`src/rtl/ysyx_23060203_mem_arbiter_if.sv`:
```
// Bundle of every handshake and memory-bus signal around the IFU/LSU memory
// arbiter. The arbiter sits on the slave modport and the requesters plus the
// memory model sit on the master modport.
interface ysyx_23060203_mem_arbiter_if;
  logic        ifu_req_valid;
  logic        ifu_req_ready;
  logic [31:0] ifu_addr;
  logic        ifu_resp_valid;
  logic        ifu_resp_ready;
  logic [31:0] ifu_rdata;

  logic        lsu_req_valid;
  logic        lsu_req_ready;
  logic        lsu_wen;
  logic [2:0]  lsu_func;
  logic [31:0] lsu_addr;
  logic [31:0] lsu_wdata;
  logic        lsu_resp_valid;
  logic        lsu_resp_ready;
  logic [31:0] lsu_rdata;

  logic        mem_ren;
  logic [2:0]  mem_rfunc;
  logic [31:0] mem_raddr;
  logic [31:0] mem_rdata;
  logic        mem_wen;
  logic [2:0]  mem_wfunc;
  logic [31:0] mem_waddr;
  logic [31:0] mem_wdata;

  modport slave (
    input  ifu_req_valid, ifu_addr, ifu_resp_ready,
    input  lsu_req_valid, lsu_wen, lsu_func, lsu_addr, lsu_wdata, lsu_resp_ready,
    input  mem_rdata,
    output ifu_req_ready, ifu_resp_valid, ifu_rdata,
    output lsu_req_ready, lsu_resp_valid, lsu_rdata,
    output mem_ren, mem_rfunc, mem_raddr,
    output mem_wen, mem_wfunc, mem_waddr, mem_wdata
  );

  modport master (
    output ifu_req_valid, ifu_addr, ifu_resp_ready,
    output lsu_req_valid, lsu_wen, lsu_func, lsu_addr, lsu_wdata, lsu_resp_ready,
    output mem_rdata,
    input  ifu_req_ready, ifu_resp_valid, ifu_rdata,
    input  lsu_req_ready, lsu_resp_valid, lsu_rdata,
    input  mem_ren, mem_rfunc, mem_raddr,
    input  mem_wen, mem_wfunc, mem_waddr, mem_wdata
  );
endinterface

```
`src/rtl/ysyx_23060203_mem_arbiter.sv`:
```
// Shares one memory port between the instruction fetch unit and the
// load/store unit. One access is outstanding at a time: a request is accepted
// in IDLE, waits LAT cycles in BUSY (strobing memory on the last one) and its
// response is held in RESP until the owner takes it. Ties alternate, with
// the first tie after reset going to the IFU. LAT must lie in 1..15.
module ysyx_23060203_mem_arbiter #(
  parameter int         LAT      = 1,
  parameter logic [2:0] IFU_FUNC = 3'b010
) (
  input  logic                              clk,
  input  logic                              rstn,
  ysyx_23060203_mem_arbiter_if.slave        bus
);

  typedef enum logic [1:0] {
    IDLE,
    BUSY,
    RESP
  } state_t;

  state_t      state;
  logic [3:0]  cnt;
  logic        owner_lsu;
  logic        last_lsu;
  logic [31:0] addr_q;
  logic [31:0] wdata_q;
  logic [2:0]  func_q;
  logic        wen_q;
  logic [31:0] resp_q;

  logic        grant_lsu;
  logic        grant_ifu;
  logic        accept;
  logic        strobe;
  logic        in_busy;
  logic        in_resp;
  logic        resp_done;

  // Round-robin grant; ready is also masked by reset so nothing looks accepted while held in reset
  always_comb begin
    grant_lsu = bus.lsu_req_valid & (~bus.ifu_req_valid | ~last_lsu);
    grant_ifu = bus.ifu_req_valid & ~grant_lsu;
    bus.ifu_req_ready = rstn & (state == IDLE) & grant_ifu;
    bus.lsu_req_ready = rstn & (state == IDLE) & grant_lsu;
    accept    = bus.ifu_req_ready | bus.lsu_req_ready;
    in_busy   = (state == BUSY);
    in_resp   = (state == RESP);
    strobe    = in_busy & (cnt == 4'd0);
    resp_done = in_resp & (owner_lsu ? bus.lsu_resp_ready : bus.ifu_resp_ready);
  end

  // Memory strobes fire only on the last BUSY cycle; buses carry the latched request only while BUSY
  always_comb begin
    bus.mem_ren   = strobe & ~wen_q;
    bus.mem_wen   = strobe & wen_q;
    bus.mem_raddr = in_busy ? addr_q  : 32'd0;
    bus.mem_rfunc = in_busy ? func_q  : 3'd0;
    bus.mem_waddr = in_busy ? addr_q  : 32'd0;
    bus.mem_wfunc = in_busy ? func_q  : 3'd0;
    bus.mem_wdata = in_busy ? wdata_q : 32'd0;
  end

  // Only the owner of the pending response sees valid and data; the other side reads zero
  always_comb begin
    bus.ifu_resp_valid = in_resp & ~owner_lsu;
    bus.lsu_resp_valid = in_resp & owner_lsu;
    bus.ifu_rdata      = (in_resp & ~owner_lsu) ? resp_q : 32'd0;
    bus.lsu_rdata      = (in_resp & owner_lsu)  ? resp_q : 32'd0;
  end

  // Access sequencer: latch on accept, count down the latency, capture the result, wait for pickup
  always_ff @(posedge clk or negedge rstn) begin
    if (!rstn) begin
      state     <= IDLE;
      cnt       <= 4'd0;
      owner_lsu <= 1'b0;
      last_lsu  <= 1'b1;
      addr_q    <= 32'd0;
      wdata_q   <= 32'd0;
      func_q    <= 3'd0;
      wen_q     <= 1'b0;
      resp_q    <= 32'd0;
    end else begin
      case (state)
        IDLE: begin
          if (accept) begin
            owner_lsu <= grant_lsu;
            last_lsu  <= grant_lsu;
            addr_q    <= grant_lsu ? bus.lsu_addr : bus.ifu_addr;
            func_q    <= grant_lsu ? bus.lsu_func : IFU_FUNC;
            wen_q     <= grant_lsu & bus.lsu_wen;
            wdata_q   <= (grant_lsu & bus.lsu_wen) ? bus.lsu_wdata : 32'd0;
            cnt       <= 4'(LAT - 1);
            state     <= BUSY;
          end
        end
        BUSY: begin
          if (cnt != 4'd0) begin
            cnt <= cnt - 4'd1;
          end else begin
            resp_q <= wen_q ? 32'd0 : bus.mem_rdata;
            state  <= RESP;
          end
        end
        RESP: begin
          if (resp_done) begin
            state <= IDLE;
          end
        end
        default: begin
          state <= IDLE;
        end
      endcase
    end
  end

endmodule

```
`src/flat_wrapper.sv`:
```
// flat-port wrapper written by rule: the top's interface ports become plain ports
module ysyx_23060203_mem_arbiter_flat 
#(
  parameter int         LAT      = 1,
  parameter logic [2:0] IFU_FUNC = 3'b010
)
  (clk, rstn, bus_ifu_req_valid, bus_ifu_addr, bus_ifu_resp_ready, bus_lsu_req_valid, bus_lsu_wen, bus_lsu_func, bus_lsu_addr, bus_lsu_wdata, bus_lsu_resp_ready, bus_mem_rdata, bus_ifu_req_ready, bus_ifu_resp_valid, bus_ifu_rdata, bus_lsu_req_ready, bus_lsu_resp_valid, bus_lsu_rdata, bus_mem_ren, bus_mem_rfunc, bus_mem_raddr, bus_mem_wen, bus_mem_wfunc, bus_mem_waddr, bus_mem_wdata);
  ysyx_23060203_mem_arbiter_if bus_i ();
  input  logic clk;
  input  logic rstn;
  input wire logic [$bits(bus_i.ifu_req_valid)-1:0] bus_ifu_req_valid;
  input wire logic [$bits(bus_i.ifu_addr)-1:0] bus_ifu_addr;
  input wire logic [$bits(bus_i.ifu_resp_ready)-1:0] bus_ifu_resp_ready;
  input wire logic [$bits(bus_i.lsu_req_valid)-1:0] bus_lsu_req_valid;
  input wire logic [$bits(bus_i.lsu_wen)-1:0] bus_lsu_wen;
  input wire logic [$bits(bus_i.lsu_func)-1:0] bus_lsu_func;
  input wire logic [$bits(bus_i.lsu_addr)-1:0] bus_lsu_addr;
  input wire logic [$bits(bus_i.lsu_wdata)-1:0] bus_lsu_wdata;
  input wire logic [$bits(bus_i.lsu_resp_ready)-1:0] bus_lsu_resp_ready;
  input wire logic [$bits(bus_i.mem_rdata)-1:0] bus_mem_rdata;
  output wire logic [$bits(bus_i.ifu_req_ready)-1:0] bus_ifu_req_ready;
  output wire logic [$bits(bus_i.ifu_resp_valid)-1:0] bus_ifu_resp_valid;
  output wire logic [$bits(bus_i.ifu_rdata)-1:0] bus_ifu_rdata;
  output wire logic [$bits(bus_i.lsu_req_ready)-1:0] bus_lsu_req_ready;
  output wire logic [$bits(bus_i.lsu_resp_valid)-1:0] bus_lsu_resp_valid;
  output wire logic [$bits(bus_i.lsu_rdata)-1:0] bus_lsu_rdata;
  output wire logic [$bits(bus_i.mem_ren)-1:0] bus_mem_ren;
  output wire logic [$bits(bus_i.mem_rfunc)-1:0] bus_mem_rfunc;
  output wire logic [$bits(bus_i.mem_raddr)-1:0] bus_mem_raddr;
  output wire logic [$bits(bus_i.mem_wen)-1:0] bus_mem_wen;
  output wire logic [$bits(bus_i.mem_wfunc)-1:0] bus_mem_wfunc;
  output wire logic [$bits(bus_i.mem_waddr)-1:0] bus_mem_waddr;
  output wire logic [$bits(bus_i.mem_wdata)-1:0] bus_mem_wdata;
  assign bus_i.ifu_req_valid = bus_ifu_req_valid;
  assign bus_i.ifu_addr = bus_ifu_addr;
  assign bus_i.ifu_resp_ready = bus_ifu_resp_ready;
  assign bus_i.lsu_req_valid = bus_lsu_req_valid;
  assign bus_i.lsu_wen = bus_lsu_wen;
  assign bus_i.lsu_func = bus_lsu_func;
  assign bus_i.lsu_addr = bus_lsu_addr;
  assign bus_i.lsu_wdata = bus_lsu_wdata;
  assign bus_i.lsu_resp_ready = bus_lsu_resp_ready;
  assign bus_i.mem_rdata = bus_mem_rdata;
  assign bus_ifu_req_ready = bus_i.ifu_req_ready;
  assign bus_ifu_resp_valid = bus_i.ifu_resp_valid;
  assign bus_ifu_rdata = bus_i.ifu_rdata;
  assign bus_lsu_req_ready = bus_i.lsu_req_ready;
  assign bus_lsu_resp_valid = bus_i.lsu_resp_valid;
  assign bus_lsu_rdata = bus_i.lsu_rdata;
  assign bus_mem_ren = bus_i.mem_ren;
  assign bus_mem_rfunc = bus_i.mem_rfunc;
  assign bus_mem_raddr = bus_i.mem_raddr;
  assign bus_mem_wen = bus_i.mem_wen;
  assign bus_mem_wfunc = bus_i.mem_wfunc;
  assign bus_mem_waddr = bus_i.mem_waddr;
  assign bus_mem_wdata = bus_i.mem_wdata;
  ysyx_23060203_mem_arbiter #(.LAT(LAT), .IFU_FUNC(IFU_FUNC)) u_core (.clk(clk), .rstn(rstn), .bus(bus_i));
endmodule
```
`config.mk`:
```
export PLATFORM = sky130hd
export DESIGN_NAME = ysyx_23060203_mem_arbiter_flat
export DESIGN_NICKNAME = d
export VERILOG_FILES = /design/src/rtl/ysyx_23060203_mem_arbiter_if.sv /design/src/rtl/ysyx_23060203_mem_arbiter.sv /design/src/flat_wrapper.sv
export SDC_FILE = /design/constraint.sdc
export NUM_CORES = 1
export LEC_CHECK = 0
export CAP_MARGIN = 10
export CORE_AREA = 2 2 120 122
export DETAILED_ROUTE_END_ITERATION = 8
export DIE_AREA = 0 0 122 124
export PLACE_DENSITY = 0.94
export SLEW_MARGIN = 20
export SYNTH_ARGS = -nofsm -noshare
export SYNTH_HDL_FRONTEND = slang
export SYNTH_SLANG_ARGS = --single-unit
```
`constraint.sdc`:
```
create_clock -name clk -period 3.34 [get_ports clk]
set_input_delay 0.501 -clock clk [delete_from_list [all_inputs] [get_ports clk]]
set_output_delay 0.501 -clock clk [all_outputs]
set_load 0.05 [all_outputs]
```
# Word level (Yosys, flattened, before mapping)
# Index checks and enable logic that the tools add are counted.
totals:
  output_inout_bits: 172
  wordCells: 61
  reg_bits: 108
  latch_bits: 0
  mem_bits_ro: 0
  ramBits: 0
  memories: 0
  inputBits: 138
op_classes:
  n_shift: 0
  bitwise: 20
  muxes: 17
  mul: 0
  n_eq_ne: 6
  n_lt_le_gt_ge: 0
  reduce_logical: 8
  addsub: 1
  n_div: 0
op_table:
  columns: ["cell", "count"]
  rows:
  - ["$mux W32", 7]
  - ["$and A1 B1 Y1", 12]
  - ["$mux W4", 2]
  - ["$pmux W4 S2", 1]
  - ["$mux W2", 3]
  - ["$mux W3", 2]
  - ["$ne A2 B2 Y1 const B", 3]
  - ["$not A1 Y1", 6]
  - ["$pmux W2 S3", 1]
  - ["$reduce_and A3 Y1", 2]
  - ["$logic_not A4 Y1", 1]
  - ["$reduce_and A2 Y1", 2]
  - ["$reduce_bool A4 Y1", 1]
  - ["$sub A4 B1 Y4 const B", 1]
  - ["$eq A2 B1 Y1 const B", 1]
  - ["$eq A2 B2 Y1 const B", 1]
  - ["$logic_not A2 Y1", 1]
  - ["$ne A2 B1 Y1 const B", 1]
  - ["$or A1 B1 Y1", 2]
  - ["$reduce_bool A2 Y1", 1]
  - ["$mux W1", 1]

# Depth between registers and ports, before layout
logic_depth:
  depth_word: 9
  mapped_depth: 6
  depth_no_buf: 5

# Worst setup path after synthesis
# Ideal clock, no wire load.
synth_path:
  path_type: "flip-flop to output port"
  startpoint: "register u_core.state[1]"
  endpoint: "output port bus_mem_ren"
  path_stages_with_launch: 4
  n_path_buf: 1
  required_time_ps: 2839
  slack_ps: 630
  arrival_ps: 2209
  cell_sequence: "dfrtp_1 nand2b_1 buf_2 nor4_1"
synth_via:
  elab_chain_len: 3
synth_rtl:
  columns: ["element", "line", "rtl"]
  rows:
  - ["start, declared", "ysyx_23060203_mem_arbiter.sv:21", "state_t state;"]
  - ["start signal, assigned", "ysyx_23060203_mem_arbiter.sv:74", "state <= IDLE;"]
  - ["start signal, assigned", "ysyx_23060203_mem_arbiter.sv:94", "state <= BUSY;"]
  - ["start signal, assigned", "ysyx_23060203_mem_arbiter.sv:102", "state <= RESP;"]
  - ["$eq A2 B1 Y1", "ysyx_23060203_mem_arbiter.sv:46", "in_busy = (state == BUSY);"]
  - ["$and A1 B1 Y1", "ysyx_23060203_mem_arbiter.sv:48", "strobe = in_busy & (cnt == 4'd0);"]
  - ["$and A1 B1 Y1", "ysyx_23060203_mem_arbiter.sv:54", "bus.mem_ren = strobe & ~wen_q;"]
  - ["end, declared", "flat_wrapper.sv:27", "output wire logic [$bits(bus_i.mem_ren)-1:0] bus_mem_ren;"]
# No other way between the ends.

# Worst setup path after layout
# Ends and elaborated chain as after synthesis.

==> impl_results.rst <==
.. list-table::
   :header-rows: 1

   * - Metric
     - Value
   * - Run status
     - finished, final reports clean
   * - Largest buffer count on any clock path
     - 2
   * - DP Wirelength
     - 13.9 mm
   * - Most common cell after layout, fill and taps aside
     - sky130_fd_sc_hd__clkdlybuf4s50_1
   * - Share of final-layout standard cells stronger than drive strength 1
     - 26.0%
   * - Startpoint-to-endpoint class of the critical path
     - reg -> out
   * - Worst Slack Setup Final
     - 0.357 ns
   * - Power per unit of standard cell area
     - 932 nW/um^2
   * - DP Worst Slack
     - 0.676 ns
   * - Layout fillers
     - 901
   * - Total power
     - 9.17 mW
   * - P_leak
     - 4.17 nW
   * - Total grt overflow
     - 0
   * - CTS tree
     - done
   * - Cell area after placement
     - 9530 um^2
   * - Total track usage
     - 23.6%
   * - Global-route wire length before repair
     - 27.4 mm
   * - Number of enable flip-flop cells after synthesis
     - 0
   * - Crit start category
     - flip-flop
   * - Die extent in y
     - 124 um
   * - Number of nets with antenna violations after detailed routing
     - 0
   * - Clock buffers created by TritonCTS
     - 9
   * - Average detailed-routed wire length per instance
     - 19.0 um
   * - Clock period minus worst slack
     - 2.98 ns
   * - Fmax achieved
     - 0.335 GHz
   * - Largest delay contributor family on the critical path
     - buffers and inverters
   * - Count of mapped cells out of synthesis
     - 517
   * - Post-Syn Area per Cell
     - 11.3 um^2
   * - Synth Register Bits
     - 108
   * - Primary flip-flop cell chosen by synthesis mapping
     - sky130_fd_sc_hd__dfrtp_1
   * - Number of buffers inserted by post-CTS setup repair
     - 0
   * - Final number of setup-violating endpoints
     - 0
   * - Final cycle utilization of the critical path
     - 89.3%
   * - CP bufs+invs
     - 1
   * - Number of vias per cell
     - 5.03
   * - Initial DRT Pass Iterations
     - 4
   * - Port Buf Inserts
     - 309
   * - Max Cap Violations
     - 0
   * - Max-slew headroom at the worst pin
     - 46.5%
   * - Post-CTS resize count
     - 0
   * - Cells after DPL
     - 949
   * - Maximum number of pins on one net before global-route repair
     - 84
   * - Hold violation total from the final report
     - 0
   * - Count of warnings emitted by yosys
     - 0
   * - Initial antenna violation count
     - 0
   * - Placer congestion estimate
     - 0.797
   * - Clk_skew
     - 0.0108 ns
   * - Unrepaired setup endpoints after global routing
     - no
   * - Root buffer selected by CTS
     - sky130_fd_sc_hd__clkbuf_16
   * - Net count reported at finish
     - 919
   * - Part of the Yosys area used for sequential elements
     - 46.3%
   * - Sum Neg Setup Slack
     - 0 ns
   * - Required arrival time at the worst endpoint
     - 2.84 ns
   * - Syn Nets
     - 656
   * - Crit Path Max Fanout
     - 8
   * - CP max-delay cell
     - sky130_fd_sc_hd__clkdlybuf4s50_1
   * - Horizontal die dimension
     - 122 um
   * - Cell breakdown of the critical path
     - nand2b_1 -> nor4_1 -> clkdlybuf4s50_1
   * - Number of sinks on the clock net
     - 108
   * - Flip-flop and latch area
     - 2700 um^2
   * - Type of the tightest min-delay check
     - in -> async
   * - Number of distinct standard cells referenced by the synthesized netlist
     - 37
   * - Clock transition at the registers of the reported paths
     - 0.07 ns
   * - # diodes
     - 0
   * - # rows
     - 43
   * - Slew Viols, Final
     - 0
   * - Top library cells by usage in the layout, fill and taps aside
     - 239 x sky130_fd_sc_hd__clkdlybuf4s50_1, 132 x sky130_fd_sc_hd__and2_1, 107 x sky130_fd_sc_hd__dfrtp_1
   * - Area Growth Syn to Fin
     - 68.6%
   * - Non-filler instance count after layout
     - 965
   * - Die area
     - 15100 um^2
   * - Final design area excluding fillers
     - 9840 um^2
   * - Violation count after the first detailed-routing iteration
     - 203
   * - # H-tree levels
     - 3
   * - IR drop worst, VDD
     - 0.764 mV
   * - Overall routed net length
     - 18.3 mm
   * - Area of combinational cells with multiple inputs
     - 2700 um^2
   * - Number of global-route vias before repair
     - 5132
   * - I/O pins
     - 310
   * - Clk Latency, worst-skew pair
     - 0.34 ns
   * - Async S/R FF share, synth
     - 100%
   * - Transition at the pin with the smallest max-transition slack
     - 0.802 ns
   * - Crit. End Element
     - output pin
   * - Initial core utilization
     - 42.6%
   * - Maximum single-stage delay on the critical path
     - 0.92 ns
   * - CP Launch Point
     - u_core.state[1]$_DFFE_PN0P_
   * - Crit path DAT
     - 2.48 ns
   * - Launching point of the worst reg2reg path
     - u_core.state[1]$_DFFE_PN0P_
   * - Via count
     - 4850
   * - Post-route DRC violation count
     - 0
   * - Area of the mapped netlist
     - 5840 um^2
   * - CORE AREA
     - 13700 um^2
   * - Number of buffers inserted by hold repair at cts
     - 0
[report_power, final]
| group | internal (mW) | switching, mW |
|---|---|---|
| sequential | 1.91 | 0.398 |
| clock | 0.625 | 0.489 |
| combinational | 2.25 | 3.50 |
[routing by layer]
metal  GRT usage, %  vias up  wire length, um
met3           6.96       24             1500
met2           42.6      227             9480
li1               -     2223                -
met4           6.90        0              286
met5              0        -                0
met1           27.1     2376             7060
[path summary, 6_finish.rpt]
check                                                  to  slack [ns]  cells after the start
hold reg to reg            u_core.wdata_q[27]$_DFFE_PN0P_        0.50                      1
min in group clk           u_core.wdata_q[27]$_DFFE_PN0P_        0.50                      1
setup reg to reg            u_core.resp_q[12]$_DFFE_PN0P_        1.25                      5
max in group asynchronous   u_core.addr_q[14]$_DFFE_PN0P_        2.18                      2
hold / removal              u_core.resp_q[15]$_DFFE_PN0P_        0.06                      1
setup / recovery                              bus_mem_ren        0.36                      3
[kinds of logic after synthesis]
group / share of synthesized area [%]
and+or+nand+nor: 19.7
buffers and inverters: 7.87
adders and majority gates: 0.214
AOI/OAI and AO/OA: 7.07
muxes: 18.9
DFF: 46.3
[area by class of cell]
class                      instances  share of cell area (%)
clock inverter                     5                   0.610
tap                              180                    2.29
timing repair buffer             323                    39.4
sequential                       108                    27.5
multi-input combinational        332                    27.4
clock buffer                      11                    2.57
inverter                           6                   0.229
[stage by stage]
| step | util [%] | hold WS, ns |
|---|---|---|
| CTS | 71.7 | 0.0551 |
| floorplan | - | 0.205 |
| global placement | 69.4 | 0.431 |
| detailed placement | 69.4 | 0.432 |
| finish | 71.7 | 0.0618 |
| global route | 71.7 | 0.0674 |
[Yosys cell counts, types with 3 or more instances]
cell type,number,area [um^2]
sky130_fd_sc_hd__buf_4,35,263
sky130_fd_sc_hd__buf_6,3,33.8
sky130_fd_sc_hd__a22o_1,34,298
sky130_fd_sc_hd__mux2_2,96,1080
sky130_fd_sc_hd__dfrtp_1,107,2680
sky130_fd_sc_hd__nor2b_1,33,206
sky130_fd_sc_hd__nand2b_1,3,18.8
sky130_fd_sc_hd__nor2_1,5,18.8
sky130_fd_sc_hd__and2_1,132,826
sky130_fd_sc_hd__clkbuf_1,20,75.1
sky130_fd_sc_hd__buf_2,13,65.1
sky130_fd_sc_hd__inv_1,6,22.5
[flip-flops by register name, indices dropped and copies added, names as in the netlist]
name,flops
u_core.addr_q,32
u_core.last_lsu,1
u_core.wdata_q,32
u_core.cnt,4
u_core.wen_q,1
u_core.resp_q,32
u_core.state,2
u_core.func_q,3
u_core.owner_lsu,1
No activity file was read; power rests on OpenSTA's default activity.
